<file path="config.mk">
export PLATFORM = sky130hd
export DESIGN_NAME = color_highlight_pipe
export DESIGN_NICKNAME = d
export VERILOG_FILES = /design/src/rtl/color_highlight_pipe.sv
export SDC_FILE = /design/constraint.sdc
export NUM_CORES = 2
export LEC_CHECK = 0
export CAP_MARGIN = 40
export CORE_UTILIZATION = 50
export DETAILED_ROUTE_END_ITERATION = 8
export MAX_ROUTING_LAYER = met4
export PLACE_DENSITY = 0.75
export SYNTH_ARGS = -nofsm -noshare
export SYNTH_HDL_FRONTEND = slang
export SYNTH_SLANG_ARGS = --single-unit
</file>
<file path="constraint.sdc">
create_clock -name clk -period 9.27 [get_ports clk]
set_input_delay 0.927 -clock clk [delete_from_list [all_inputs] [get_ports clk]]
set_output_delay 0.927 -clock clk [all_outputs]
set_load 0.02 [all_outputs]
</file>
<file path="src/rtl/color_highlight_pipe.sv">
`default_nettype none
// ============================================================================
// Module   : color_highlight_pipe
// Brief    : 3-stage colour-dominance highlighter with frame-synchronous mode
//            switching and a per-frame saturating hit counter.
// Revision : 1.0
// ============================================================================
module color_highlight_pipe #(
  parameter int W     = 8,
  parameter int CNT_W = 22
) (
  input  logic             clk,
  input  logic             rst,
  input  logic             in_valid,
  input  logic             in_sop,
  input  logic             in_eop,
  input  logic [W-1:0]     in_r,
  input  logic [W-1:0]     in_g,
  input  logic [W-1:0]     in_b,
  input  logic [2:0]       mode_req,
  input  logic             mode_we,
  input  logic [3*W-1:0]   thr_r,
  input  logic [3*W-1:0]   thr_g,
  input  logic [3*W-1:0]   thr_b,
  output logic             out_valid,
  output logic             out_sop,
  output logic             out_eop,
  output logic [W-1:0]     out_r,
  output logic [W-1:0]     out_g,
  output logic [W-1:0]     out_b,
  output logic [2:0]       mode_active,
  output logic [CNT_W-1:0] frame_hits,
  output logic             frame_done
);

  localparam logic [2:0] c_mode_red   = 3'd1;
  localparam logic [2:0] c_mode_green = 3'd2;
  localparam logic [2:0] c_mode_blue  = 3'd3;
  localparam logic [2:0] c_mode_any   = 3'd4;
  localparam logic [2:0] c_mode_mask  = 3'd5;

  localparam logic [CNT_W-1:0] c_cnt_max = '1;
  localparam logic [CNT_W-1:0] c_cnt_one = 1;

  function automatic logic [3*W-1:0] zext(input logic [W-1:0] x);
    return {{(2*W){1'b0}}, x};
  endfunction

  // ---------------------------------------------------------------- mode regs
  logic [2:0] mode_pending_q, mode_pending_d;
  logic [2:0] mode_active_q,  mode_active_d;

  // A write coinciding with an accepted sop bypasses the pending register.
  always_comb begin
    mode_pending_d = mode_we ? mode_req : mode_pending_q;
    mode_active_d  = mode_active_q;
    if (in_valid && in_sop) begin
      mode_active_d = mode_we ? mode_req : mode_pending_q;
    end
  end

  // ---------------------------------------------------------------- stage 1
  // Channel index 0 = red, 1 = green, 2 = blue throughout.
  logic             v1_q, v1_d, sop1_q, sop1_d, eop1_q, eop1_d;
  logic [2:0][W-1:0] pix1_q, pix1_d;
  logic [2:0][W-1:0] da1_q, da1_d;
  logic [2:0][W-1:0] db1_q, db1_d;
  logic [2:0]        ok1_q, ok1_d;
  logic [W-1:0]      gs1_q, gs1_d;
  logic [2:0]        mode1_q, mode1_d;
  logic [W+1:0]      gs_sum;

  always_comb begin
    v1_d    = in_valid;
    sop1_d  = in_valid & in_sop;
    eop1_d  = in_valid & in_eop;
    pix1_d  = pix1_q;
    da1_d   = da1_q;
    db1_d   = db1_q;
    ok1_d   = ok1_q;
    gs1_d   = gs1_q;
    mode1_d = mode1_q;
    gs_sum  = {2'b00, in_r} + {1'b0, in_g, 1'b0} + {2'b00, in_b};
    if (in_valid) begin
      pix1_d   = {in_b, in_g, in_r};
      gs1_d    = W'(gs_sum >> 2);
      mode1_d  = mode_active_d;
      da1_d[0] = in_r - in_g;
      db1_d[0] = in_r - in_b;
      ok1_d[0] = (in_r > in_g) && (in_r > in_b);
      da1_d[1] = in_g - in_r;
      db1_d[1] = in_g - in_b;
      ok1_d[1] = (in_g > in_r) && (in_g > in_b);
      da1_d[2] = in_b - in_r;
      db1_d[2] = in_b - in_g;
      ok1_d[2] = (in_b > in_r) && (in_b > in_g);
    end
  end

  // ---------------------------------------------------------------- stage 2
  logic                v2_q, v2_d, sop2_q, sop2_d, eop2_q, eop2_d;
  logic [2:0][W-1:0]   pix2_q, pix2_d;
  logic [2:0][3*W-1:0] score2_q, score2_d;
  logic [W-1:0]        gs2_q, gs2_d;
  logic [2:0]          mode2_q, mode2_d;

  // Differences are only meaningful when the ordering holds; otherwise score 0.
  always_comb begin
    v2_d     = v1_q;
    sop2_d   = sop1_q;
    eop2_d   = eop1_q;
    pix2_d   = pix2_q;
    score2_d = score2_q;
    gs2_d    = gs2_q;
    mode2_d  = mode2_q;
    if (v1_q) begin
      pix2_d  = pix1_q;
      gs2_d   = gs1_q;
      mode2_d = mode1_q;
      for (int c = 0; c < 3; c++) begin
        score2_d[c] = ok1_q[c] ? zext(pix1_q[c]) * zext(da1_q[c]) * zext(db1_q[c])
                               : '0;
      end
    end
  end

  // ---------------------------------------------------------------- stage 3
  logic                v3_q, v3_d, sop3_q, sop3_d, eop3_q, eop3_d;
  logic [2:0][W-1:0]   out_pix_q, out_pix_d;
  logic [CNT_W-1:0]    cnt_q, cnt_d;
  logic [CNT_W-1:0]    frame_hits_q, frame_hits_d;
  logic                frame_done_q, frame_done_d;
  logic [2:0][3*W-1:0] thr;
  logic [2:0]          ch_hit;
  logic                px_hit;

  assign thr = {thr_b, thr_g, thr_r};

  always_comb begin
    for (int c = 0; c < 3; c++) begin
      ch_hit[c] = score2_q[c] > thr[c];
    end
    case (mode2_q)
      c_mode_red:               px_hit = ch_hit[0];
      c_mode_green:             px_hit = ch_hit[1];
      c_mode_blue:              px_hit = ch_hit[2];
      c_mode_any, c_mode_mask:  px_hit = |ch_hit;
      default:                  px_hit = 1'b0;
    endcase
  end

  always_comb begin
    v3_d         = v2_q;
    sop3_d       = sop2_q;
    eop3_d       = eop2_q;
    out_pix_d    = out_pix_q;
    cnt_d        = cnt_q;
    frame_hits_d = frame_hits_q;
    frame_done_d = v2_q & eop2_q;
    if (v2_q) begin
      case (mode2_q)
        c_mode_red, c_mode_green, c_mode_blue, c_mode_any:
          out_pix_d = px_hit ? pix2_q : {3{gs2_q}};
        c_mode_mask:
          out_pix_d = px_hit ? '1 : '0;
        default:
          out_pix_d = pix2_q;
      endcase
      // sop restarts the frame count; the eop pixel is counted before latching.
      if (sop2_q) begin
        cnt_d = px_hit ? c_cnt_one : '0;
      end else if (px_hit && (cnt_q != c_cnt_max)) begin
        cnt_d = cnt_q + c_cnt_one;
      end
      if (eop2_q) begin
        frame_hits_d = cnt_d;
      end
    end
  end

  // ---------------------------------------------------------------- registers
  always_ff @(posedge clk) begin
    if (rst) begin
      mode_pending_q <= '0;
      mode_active_q  <= '0;
      v1_q           <= 1'b0;
      sop1_q         <= 1'b0;
      eop1_q         <= 1'b0;
      pix1_q         <= '0;
      da1_q          <= '0;
      db1_q          <= '0;
      ok1_q          <= '0;
      gs1_q          <= '0;
      mode1_q        <= '0;
      v2_q           <= 1'b0;
      sop2_q         <= 1'b0;
      eop2_q         <= 1'b0;
      pix2_q         <= '0;
      score2_q       <= '0;
      gs2_q          <= '0;
      mode2_q        <= '0;
      v3_q           <= 1'b0;
      sop3_q         <= 1'b0;
      eop3_q         <= 1'b0;
      out_pix_q      <= '0;
      cnt_q          <= '0;
      frame_hits_q   <= '0;
      frame_done_q   <= 1'b0;
    end else begin
      mode_pending_q <= mode_pending_d;
      mode_active_q  <= mode_active_d;
      v1_q           <= v1_d;
      sop1_q         <= sop1_d;
      eop1_q         <= eop1_d;
      pix1_q         <= pix1_d;
      da1_q          <= da1_d;
      db1_q          <= db1_d;
      ok1_q          <= ok1_d;
      gs1_q          <= gs1_d;
      mode1_q        <= mode1_d;
      v2_q           <= v2_d;
      sop2_q         <= sop2_d;
      eop2_q         <= eop2_d;
      pix2_q         <= pix2_d;
      score2_q       <= score2_d;
      gs2_q          <= gs2_d;
      mode2_q        <= mode2_d;
      v3_q           <= v3_d;
      sop3_q         <= sop3_d;
      eop3_q         <= eop3_d;
      out_pix_q      <= out_pix_d;
      cnt_q          <= cnt_d;
      frame_hits_q   <= frame_hits_d;
      frame_done_q   <= frame_done_d;
    end
  end

  assign out_valid   = v3_q;
  assign out_sop     = sop3_q;
  assign out_eop     = eop3_q;
  assign out_r       = out_pix_q[0];
  assign out_g       = out_pix_q[1];
  assign out_b       = out_pix_q[2];
  assign mode_active = mode_active_q;
  assign frame_hits  = frame_hits_q;
  assign frame_done  = frame_done_q;

endmodule
`default_nettype wire

</file>
==> results.yml <==
global_routing:
  grt_pass1_vias: 24800
  grt_pass1_wl_mm: 126
  grt_max_degree: 68
  antenna_found_initial: 0
  grt_usage_pct: 24.3
  grt_overflow: 0
floorplan:
  die_x_um: 255
  die_area_um2: 65200
  die_h_um: 255
  core_um2: 63200
  start_util_pct: 50.8
  pin_count: 158
  row_count: 92
clock_network:
  root_buffer: "clkbuf_16"
  cts.sinks: 274
  htreeDepth: 2
  tritoncts: "built"
  cts.clk_slew.worst_paths_ns: 0.06
  cts_buffers: 34
  insertion_delay_ns: 0.57
  clock_path_buffers: 3
outcome:
  status: "finished clean"
pwr:
  clkPwrFrac_pct: 36.4
  p_leak_nw: 17.8
  power_density_nw_per_um2: 109
  comb_power_share_pct: 29.4
  p_int_mw: 2.55
  power_switching_mw: 1.36
  ir_drop_mv: 0.106
  seq_power_share_pct: 34.3
  switching_share_pct: 34.7
synth:
  synth_edf_count: 0
  synth_cells: 3700
  synth_top_flop_cell: "dfxtp_1"
  syn_nets: 4548
  synth_area_leaders: "fa_1 (23%), dfxtp_1 (17%), ha_1 (14%)"
  yosys_warnings: 0
  synth_cell_types: 73
  ys_seq_area_share_pct: 17.1
  synth_top_area_share_pct: 23.3
  ys_ff_latch: 274
  netlist_area_um2: 32100
  syn_area_per_cell_um2: 8.68
  yosysTopAreaCell: "fa_1"
  async_flop_share_pct: 0
route:
  detail-route-antenna-nets: 0
  drt-total-wl_mm: 75.8
  vias: 25100
  drt-wirelength-per-cell_um: 16.3
  first_iter_violations: 1601
  drc: 0
  via_per_inst: 5.38
  drt_pass1_iterations: 6
place:
  hpwlAfterDp_mm: 60.3
  portBuffers: 157
  gp_congestion: 0.897
  dp.cells: 4600
  dp_slack_ns: 0.253
critical_path:
  crit_fanout: 9
  crit_path_end_kind: "flop"
  critPathRequiredTime_ns: 9.70
  path_class: "flop to flop"
  critPathMaxStageDelay_ns: 0.55
  slowest_stage: "fa_1"
  start_kind: "flop"
  crit_arrival_ns: 9.15
  cp_common_cell: "fa_1"
sta:
  fin_hold_ws_ns: 0.441
  rsz0062_at_grt: "false"
  fin_setup_tns_ns: 0
  finalWorstSetupSlack_ns: 0.552
  skew_ns: 0.0108
  finalSetupViolations: 0
  tightest_slew_ns: 0.846
  slew_viol_final: 0
  hold_viol: 0
  max-slew-margin-rel_pct: 43.4
  min_period_over_period_pct: 94.1
  fin_crit_ns: 8.72
  fmax_mhz: 115
min_path:
  hp-class: "flop to flop"
layout:
  syn_to_final_growth_pct: 11.3
  layout.nets: 4639
  antenna_cells: 0
  final_common_cell: "inv_1"
  stdcell_count: 4661
  drive_above_1_share_pct: 3.56
  final_cell_mix: "inv_1 (547), and2_1 (393), fa_1 (374)"
flow_run:
  maxCapViolCount: 0
-- cell families (layout without fill, tap and decap cells) --
logic type	Yosys count	after routing	synth area share, %
AO/OA/AOI/OAI	550	550	11.2
XOR/XNOR	141	141	3.85
adder cells (fa/ha/maj)	743	743	37.7
buffers and inverters	685	800	8.16
flip-flops	274	274	17.1
multiplexers	86	86	2.68
AND/OR/NAND/NOR	1221	1221	19.4
-- per-stage QoR --
stage,power (mW),cell area (um^2),utilization [%]
after detailed placement,2.50,34500,54.5
after floorplan,2.15,32100,-
after global placement,2.46,34400,54.4
after global routing,4.15,35700,56.5
final,3.91,35700,56.5
after CTS,3.93,35700,56.4
-- path summary, 6_finish.rpt --
kind / start / endpoint / slack, ns / cells after the start
setup / recovery: da1_q[6] / score2_q[23] / 0.55 / 32
hold / removal: frame_hits[16] / frame_hits[16] / 0.44 / 2
setup reg to reg: da1_q[6] / score2_q[23] / 0.55 / 32
hold reg to reg: frame_hits[16] / frame_hits[16] / 0.44 / 2
-- state kept, by name, summed over array words and instances (netlist names), 3 cells and up --
| name | count |
|---|---|
| gs2_q | 8 |
| db1_q | 22 |
| gs1_q | 8 |
| out_r | 8 |
| pix2_q | 24 |
| mode2_q | 3 |
| pix1_q | 24 |
| score2_q | 72 |
| out_b | 8 |
| mode_pending_q | 3 |
| mode1_q | 3 |
| out_g | 8 |
| cnt_q | 22 |
| frame_hits | 22 |
| da1_q | 23 |
| mode_active | 3 |
| ok1_q | 3 |
-- power groups by stage --
stage,clock network (mW),logic [mW],registers (mW)
2_1_floorplan,0,0.849,1.30
3_3_place_gp,0,1.10,1.36
3_5_place_dp,0,1.14,1.36
4_1_cts,1.45,1.15,1.34
5_1_grt,1.50,1.30,1.35
6_report,1.42,1.15,1.34
-- cells in the mapped netlist (all sizes together) (22+ instances only) --
| library cell | number |
|---|---|
| a21o | 78 |
| a21oi | 198 |
| and2 | 396 |
| and3 | 30 |
| clkbuf | 119 |
| dfxtp | 274 |
| fa | 374 |
| ha | 369 |
| inv | 548 |
| mux2i | 86 |
| nand2 | 267 |
| nand2b | 34 |
| nand3 | 43 |
| nand4 | 22 |
| nor2 | 289 |
| nor2b | 68 |
| nor3 | 25 |
| o21ai | 91 |
| o32ai | 27 |
| or3 | 23 |
| xnor2 | 87 |
| xor2 | 54 |
-- cell type report --
type	instances	area [um^2]
Sequential cell	274	5510
Inverter	548	2060
Fill cell	5561	27500
Clock buffer	41	927
Multi-Input combinational cell	2741	24000
Tap cell	846	1060
Clock inverter	19	262
Timing Repair Buffer	192	1880
-- repair_timing --
action	CTS	global route
buffers inserted	0	0
gates resized for setup	0	21
endpoints found under the setup margin	0	7
hold buffers	0	0
-- worst max-delay path: cells and delay by family, from the launching register on --
family | cells | cell delay, ns
adders and majority gates | 10 | 4.81
AOI/OAI and AO/OA | 9 | 1.87
and+or+nand+nor | 5 | 0.64
xor gates and xnor gates | 2 | 0.51
DFF | 1 | 0.47
buffers and inverters | 6 | 0.29
-- layer usage --
metal  vias up  GRT usage [%]  part of all wire (%)
met5         -              -                     0
met4         0           6.17                   2.4
met3        98           3.53                   6.3
met2       641           37.7                    45
met1     12200           33.2                    46
li1      12100              -                     -
(Power assumes the default switching activity.)
